**config.mk**
```make
export PLATFORM = sky130hd
export DESIGN_NAME = alu_sequencer
export DESIGN_NICKNAME = d
export VERILOG_FILES = /design/src/rtl/alu_sequencer.sv
export SDC_FILE = /design/constraint.sdc
export NUM_CORES = 1
export LEC_CHECK = 0
export ABC_AREA = 0
export BUFFER_PORTS_ARGS = -buffer_cell sky130_fd_sc_hd__buf_2
export CAP_MARGIN = 20
export CORE_MARGIN = 4
export CORE_UTILIZATION = 45
export CTS_BUF_LIST = sky130_fd_sc_hd__clkbuf_8
export CTS_CLUSTER_SIZE = 40
export DETAILED_ROUTE_END_ITERATION = 8
export PLACE_DENSITY = 0.74
export SLEW_MARGIN = 20
export SYNTH_ARGS = -nofsm -noshare
export SYNTH_HDL_FRONTEND = slang
export SYNTH_SLANG_ARGS = --single-unit
```
**constraint.sdc**
```tcl
create_clock -name clock -period 2.34 [get_ports clock]
set_input_delay 0.468 -clock clock [delete_from_list [all_inputs] [get_ports clock]]
set_output_delay 0.468 -clock clock [all_outputs]
set_load 0.1 [all_outputs]
```
**src/rtl/alu_sequencer.sv**
```systemverilog
// Multi-cycle sequencer between the control unit and a combinational ALU: holds operands
// for a per-opcode latency, captures the 64-bit result into Z and returns it on a valid/ready channel.
module alu_sequencer #(
  parameter int MUL_CYCLES = 4,
  parameter int DIV_CYCLES = 8,
  parameter int ALU_CYCLES = 1
) (
  input  logic        clock,
  input  logic        clear,
  input  logic        req_valid,
  output logic        req_ready,
  input  logic [4:0]  req_opcode,
  input  logic [31:0] req_ry,
  input  logic [31:0] req_rb,
  output logic [31:0] alu_ry,
  output logic [31:0] alu_rb,
  output logic [4:0]  alu_opcode,
  input  logic [63:0] alu_c,
  output logic        rsp_valid,
  input  logic        rsp_ready,
  output logic [31:0] rsp_zhi,
  output logic [31:0] rsp_zlo,
  output logic        rsp_illegal,
  output logic        rsp_div0,
  output logic        busy
);

  localparam logic [4:0] OP_MUL = 5'b01111;
  localparam logic [4:0] OP_DIV = 5'b10000;

  localparam int MAX_A   = (MUL_CYCLES > DIV_CYCLES) ? MUL_CYCLES : DIV_CYCLES;
  localparam int MAX_LAT = (MAX_A > ALU_CYCLES) ? MAX_A : ALU_CYCLES;
  // The counter holds latency-1, so clog2 of the largest latency is enough.
  localparam int CNT_W   = (MAX_LAT > 1) ? $clog2(MAX_LAT) : 1;

  typedef enum logic [1:0] {
    IDLE,
    EXEC,
    RESP
  } state_t;

  state_t           state;
  logic [CNT_W-1:0] cnt;
  logic [63:0]      z;
  logic             legal;
  logic [CNT_W-1:0] lat_m1;

  always_comb begin
    legal = 1'b0;
    case (req_opcode)
      5'b00011, 5'b00100, 5'b00101, 5'b00110, 5'b00111,
      5'b01000, 5'b01001, 5'b01010, 5'b01100, 5'b01111,
      5'b10000, 5'b10001, 5'b10010: legal = 1'b1;
      default: legal = 1'b0;
    endcase
  end

  always_comb begin
    lat_m1 = CNT_W'(ALU_CYCLES - 1);
    if (req_opcode == OP_MUL) begin
      lat_m1 = CNT_W'(MUL_CYCLES - 1);
    end else if (req_opcode == OP_DIV) begin
      lat_m1 = CNT_W'(DIV_CYCLES - 1);
    end
  end

  // Illegal opcodes and divide-by-zero skip EXEC and answer from the accept edge.
  always_ff @(posedge clock or negedge clear) begin
    if (!clear) begin
      state       <= IDLE;
      cnt         <= '0;
      alu_ry      <= '0;
      alu_rb      <= '0;
      alu_opcode  <= '0;
      z           <= '0;
      rsp_illegal <= 1'b0;
      rsp_div0    <= 1'b0;
    end else begin
      case (state)
        IDLE: begin
          if (req_valid) begin
            alu_opcode <= req_opcode;
            alu_ry     <= req_ry;
            alu_rb     <= req_rb;
            if (!legal) begin
              z           <= '1;
              rsp_illegal <= 1'b1;
              rsp_div0    <= 1'b0;
              state       <= RESP;
            end else if (req_opcode == OP_DIV && req_rb == 32'd0) begin
              z           <= {req_ry, 32'hFFFF_FFFF};
              rsp_illegal <= 1'b0;
              rsp_div0    <= 1'b1;
              state       <= RESP;
            end else begin
              cnt         <= lat_m1;
              rsp_illegal <= 1'b0;
              rsp_div0    <= 1'b0;
              state       <= EXEC;
            end
          end
        end
        EXEC: begin
          if (cnt != '0) begin
            cnt <= cnt - 1'b1;
          end else begin
            z     <= alu_c;
            state <= RESP;
          end
        end
        RESP: begin
          if (rsp_ready) begin
            state <= IDLE;
          end
        end
        default: state <= IDLE;
      endcase
    end
  end

  assign req_ready = (state == IDLE);
  assign rsp_valid = (state == RESP);
  assign busy      = (state != IDLE);
  assign rsp_zhi   = z[63:32];
  assign rsp_zlo   = z[31:0];

endmodule
```
==> key figures, run 1 <==
Outcome
  – Status: finished clean

Global routing
  – First-pass GRT wire length: 26880 um
  – Grt ovf: 0
  – Largest net degree at the start of global routing: 68
  – Antenna violations before repair: 1
  – Gr usage total: 23.19%
  – Vias in the first global route: around 5300

Yosys
  – Post-synthesis net count: around 810
  – Mapped Cells: 673
  – Mean Syn Cell Area: 8.771 um^2
  – Synth cell types: 29
  – Syn. warnings: 0
  – FF+latch count, synth: 140
  – Register area share after synthesis: 59.35%
  – Post-Syn Area: 0.005903 mm^2

Drt
  – DR WL/cell: 15.58 um
  – Initial DRC count: around 460
  – DRC: 0
  – Vias per std cell: 4.929
  – Routed Wire Length: 17640 um
  – DR vias: approximately 5600
  – Pre-antenna DRT Iters: 5
  – Post-route ant nets: 0

Timing
  – Worst Tran Pin Value: roughly 0.76 ns
  – Final min period: 2.242 ns
  – Hold Fails Final Rpt: 0
  – Hold slack final: 0.2331 ns
  – Final setup vio count: 0
  – Slew headroom: 49.57%
  – Final Cycle Share: between 90 and 100%
  – RSZ-0062 raised after global routing: false
  – Highest Clock Rate: between 0.4 and 0.5 GHz
  – Max-slew violations: 0
  – Clock Skew: between 0.01 and 0.015 ns
  – Setup ws final: around 0.098 ns

Floorplanning
  – Horiz. Die Dim: between 100 and 150 um
  – Core ar.: 0.01272 mm^2
  – IO Count: between 200 and 300
  – Die area: approximately 0.015 mm^2
  – Starting density of the core: about 46%
  – Row count: a little over 40
  – Overall die height: 122.5 um

Clock tree
  – CTS buffer count: 17
  – Root buf cell: clkbuf_8
  – Maximum root-to-sink buffer count: 2
  – # Post-CTS Setup Buffers: 0
  – Clk sinks: 140
  – CTS tree: built
  – Clock insertion delay at the later pin of the skew report: 0.43 ns
  – H-Tree Level Count: 4
  – Clk slew on worst S/H paths: roughly 0.070 ns

Worst setup path
  – Reg2reg path depth: 5
  – CP Launch Type: flip-flop
  – R2r setup slk: around 0.5 ns
  – RR Startpoint: state[0]
  – Crit path capture type: primary output
  – Critical path class: flip-flop to primary output
  – Crit path max fanout: 7
  – CP required: around 1.9 ns
  – Reg2reg end: alu_ry[7]
  – Critical Path AT: between 1.5 and 2 ns

Min path
  – Hold Path End: state[1]
  – Hold path start: rsp_ready
  – WHS Path Cells: 2
  – Worst Hold Class: input pin to flip-flop

Finish
  – Area growth from synthesis to layout: 35.52%
  – Share of cells above drive strength 1: a little over a third
  – Util after Layout: 62.88%
  – Final net count: between 1000 and 1500
  – Filler instances: between 1000 and 1500
  – Final cell count without fillers: ~1100

Placed design
  – Post-Place Cells: 1098
  – Pre-CTS setup slack: 0.0004428 ns
  – Placer Congestion: between 0.8 and 0.9
  – Port buffer count: roughly 270
  – Hpwl dp: 13060 um

Job
  – Max cap viols: 0
[cells by family after synthesis]
logic type	count (synthesis)	synth area share [%]
XOR/XNOR	1	0.1484
adder cells (fa/ha/maj)	4	0.8479
buffers and inverters	53	3.942
multiplexers	1	0.1696
AND/OR/NAND/NOR	359	24.95
flip-flops	140	59.35
AO/OA/AOI/OAI	115	10.60
[layout make-up]
cell class                 count  area (um^2)  area share, %
antenna                        1        2.502        0.03128
inverter                      10        41.29         0.5161
tap                          172        215.2          2.690
clock inverter                11        163.9          2.049
timing repair buffer         297         1590          19.88
clock buffer                  21        289.0          3.613
sequential                   140         3503          43.79
multi-input combinational    480         2195          27.43
[cells in the mapped netlist]
cell type	instances	share of area [%]
buf_2	6	0.51
or2_2	1	0.11
nor3_1	1	0.085
a21oi_1	6	0.51
a22o_1	1	0.15
or3_1	32	3.4
xnor2_1	1	0.15
inv_1	10	0.64
nor2_1	36	2.3
o311ai_2	1	0.28
nand3_1	2	0.17
o32a_4	1	0.38
o31ai_1	1	0.13
clkbuf_1	31	2.0
clkbuf_2	3	0.25
and4bb_2	1	0.21
mux2i_1	1	0.17
o21ai_0	101	8.6
nand2_1	274	17
a22oi_1	1	0.13
o21ai_1	1	0.085
a41o_1	1	0.17
ha_1	4	0.85
nand4_1	1	0.11
nor4_1	9	0.95
nor2b_1	2	0.21
a211oi_2	1	0.21
dfrtp_1	140	59
buf_6	3	0.57
[flip-flops by register name, summed over array words and instances (netlist names)]
name / flops
z: 64
alu_opcode: 5
rsp_illegal: 1
alu_ry: 32
state: 2
alu_rb: 32
cnt: 3
rsp_div0: 1
[per-stage QoR]
step / cell area, um^2 / setup TNS [ns]
6_report: 8000 / 0
5_1_grt: 7998 / 0
4_1_cts: 7998 / 0
3_5_place_dp: 7535 / 0
3_3_place_gp: 7535 / 0
2_1_floorplan: 5909 / -2.461
[how the worst max path moves through the flow]
stage          slack (ns)          to  cells after the start     startpoint
2_1_floorplan       -0.05  alu_rb[10]                      7       state[0]
3_3_place_gp         0.07      cnt[2]                     10  req_opcode[0]
3_5_place_dp       0.0004      cnt[2]                     10  req_opcode[0]
4_1_cts              0.06   req_ready                      3       state[0]
5_1_grt             0.007   req_ready                      3       state[0]
6_report              0.1   req_ready                      3       state[0]
[per-layer routing]
layer | part of all wire (%) | wire length [um] | global-route usage [%] | up-vias
li1 | - | - | - | 2727
met1 | 43 | 7584 | 30.48 | 2582
met2 | 46 | 8111 | 36.52 | 237
met3 | 8.6 | 1518 | 6.313 | 32
met4 | 2.3 | 414 | 9.447 | 2
met5 | 0.040 | 7 | 0 | -
[worst max-delay path, stage by stage (launching register included)]
cell and delay, ns:
dfrtp_1 0.50, or2_4 0.32, clkinvlp_4 0.10, buf_2 0.44
[cell usage in the layout, fill, tap and decap left out, types with 9 or more instances in the layout]
| cell type | count |
|---|---|
| buf_2 | 273 |
| nand2_1 | 272 |
| dfrtp_1 | 140 |
| o21ai_0 | 101 |
| nor2_1 | 35 |
| or3_1 | 32 |
| clkbuf_8 | 21 |
| buf_4 | 19 |
| inv_1 | 9 |
| nor4_1 | 9 |
[repair_timing]
action | in CTS | in global routing
hold endpoints to repair | 45 | 0
hold buffers | 1 | 0
resized for setup | 0 | 0
Power of run 1 is left out: the tool's default activity adds up to more than one toggle a clock period on the data nets, which glitch-free logic cannot reach.
==> run 2: changes to the inputs <==
PLACE_DENSITY = 0.8   (was 0.74)
==> key figures, run 2 (synthesis gave the netlist of run 1 again) <==
Timing
  – Max-slew violations: 0 (unchanged)
  – Final Cycle Share: 95.03% (was 95.82%)
  – Final min period: 2.224 ns (was 2.242 ns)
  – RSZ-0062 raised after global routing: false (unchanged)
  – Slew headroom: 65.62% (was 49.57%)
  – Highest Clock Rate: 0.4497 GHz (was 0.4460 GHz)
  – Final setup vio count: 0 (unchanged)
  – Hold Fails Final Rpt: 0 (unchanged)
  – Hold slack final: 0.2200 ns (was 0.2331 ns)
  – Setup ws final: 0.1162 ns (was 0.09778 ns)
  – Worst Tran Pin Value: 0.5193 ns (was 0.7565 ns)
  – Clock Skew: 0.01313 ns (was 0.01052 ns)

Drt
  – Vias per std cell: 4.921 (was 4.929)
  – Initial DRC count: 397 (was 457)
  – Pre-antenna DRT Iters: 4 (was 5)
  – DR WL/cell: 15.38 um (was 15.58 um)
  – DRC: 0 (unchanged)
  – Post-route ant nets: 0 (unchanged)
  – DR vias: 5536 (was 5580)
  – Routed Wire Length: 17300 um (was 17640 um)

Floorplanning
  – Starting density of the core: 46.40% (unchanged)
  – Core ar.: 0.01272 mm^2 (unchanged)
  – IO Count: 275 (unchanged)
  – Horiz. Die Dim: 122.5 um (unchanged)
  – Overall die height: 122.5 um (unchanged)
  – Row count: 41 (unchanged)
  – Die area: 0.01501 mm^2 (unchanged)

Global routing
  – Vias in the first global route: 5451 (was 5305)
  – Antenna violations before repair: 0 (was 1)
  – Gr usage total: 23.41% (was 23.19%)
  – Largest net degree at the start of global routing: 129 (was 68)
  – First-pass GRT wire length: 27350 um (was 26880 um)
  – Grt ovf: 0 (unchanged)

Finish
  – Share of cells above drive strength 1: 34.73% (was 35.25%)
  – Util after Layout: 62.50% (was 62.88%)
  – Footprint of the multi-input gates: 0.002195 mm^2 (unchanged)
  – FF+latch area: 0.003503 mm^2 (unchanged)
  – Final net count: 1081 (was 1087)
  – Biggest register: z (unchanged)
  – Biggest regs: z: 64 flops, alu_rb: 32 flops, alu_ry: 32 flops (unchanged)
  – Most common cell after layout, fill and taps aside: buf_2 (unchanged)
  – Most frequent cells in the layout: 273 x buf_2, 272 x nand2_1, 140 x dfrtp_1 (unchanged)
  – Area growth from synthesis to layout: 34.70% (was 35.52%)
  – # diodes: 0 (was 1)
  – Final cell count without fillers: 1125 (was 1132)
  – Largest register FFs: 64 (unchanged)
  – Filler instances: 1153 (was 1146)

Placed design
  – Hpwl dp: 12960 um (was 13060 um)
  – Placer Congestion: 0.8324 (was 0.8379)
  – Port buffer count: 274 (unchanged)
  – Pre-CTS setup slack: -0.07063 ns (was 0.0004428 ns)
  – Post-Place Cells: 1092 (was 1098)

Worst setup path
  – Crit path capture type: primary output (unchanged)
  – CP required: 1.87 ns (about the same)
  – RR Startpoint: cnt[0] (was state[0])
  – CP Launch Type: flip-flop (unchanged)
  – Critical path class: flip-flop to primary output (unchanged)
  – Critical Path AT: 1.76 ns (was 1.77 ns)
  – Reg2reg path depth: 8 (was 5)
  – Crit path max fanout: 7 (unchanged)
  – Reg2reg end: z[40] (was alu_ry[7])
  – R2r setup slk: 0.50 ns (was 0.49 ns)

Clock tree
  – Post-CTS resize count: 0 (unchanged)
  – # Post-CTS Setup Buffers: 0 (unchanged)
  – Root buf cell: clkbuf_8 (unchanged)
  – Clk sinks: 140 (unchanged)
  – Maximum root-to-sink buffer count: 2 (unchanged)
  – CTS tree: built (unchanged)
  – CTS buffer count: 17 (unchanged)
  – Clock insertion delay at the later pin of the skew report: 0.43 ns (about the same)
  – CTS hold repair buffers: 1 (unchanged)
  – H-Tree Level Count: 4 (unchanged)
  – Clk slew on worst S/H paths: 0.07 ns (about the same)

Job
  – Max cap viols: 0 (unchanged)

Min path
  – Hold path start: rsp_ready (unchanged)
  – Hold Path End: state[1] (unchanged)
  – WHS Path Cells: 2 (unchanged)
  – Worst Hold Class: input pin to flip-flop (unchanged)

Outcome
  – Status: finished clean (unchanged)
run 2: cell count changes in the layout (fill, tap and decap cells not counted), moves of 2 or more:
cell	delta
buf_12	+2
buf_4	-8
clkbuf_8	-2
clkinv_2	-3
inv_6	+3
run 2: worst max-delay path by stage:
stage,cells after the start,to,from
after floorplan,7,alu_rb[10],state[0]
after global placement,9,z[41],req_rb[7]
after detailed placement,10,z[21],req_opcode[0]
after CTS,3,req_ready,state[0]
after global routing,3,req_ready,state[0]
final,3,req_ready,state[0]
run 2: metrics by stage:
step                      area, um^2  setup TNS (ns)
after CTS                       7951               0
final                           7951               0
after global placement          7515               0
after global routing            7951               0
after detailed placement        7515          -1.626
after floorplan                 5909          -2.461
run 2: per-layer routing:
metal | routed length, um | track usage (%) | vias to the layer above
li1 | - | - | 2723
met1 | 7153 | 30.10 | 2565
met2 | 8533 | 39.13 | 225
met3 | 1386 | 6.313 | 23
met4 | 228 | 6.648 | 0
met5 | 0 | 0 | -
run 2: critical path, stage by stage (launching register included):
cell and delay (ns):
dfrtp_1 0.49, or2_4 0.32, clkinvlp_4 0.10, buf_2 0.43
run 2: final cells by class:
| cell class | instances | share of cell area, % |
|---|---|---|
| repair buffers | 291 | 19.75 |
| inverters | 10 | 0.5193 |
| multi-input cells | 480 | 27.60 |
| flip-flops and latches | 140 | 44.06 |
| clock inverters | 13 | 2.077 |
| well taps | 172 | 2.707 |
| clock buffers | 19 | 3.289 |
Power of run 2 is left out for the same reason.
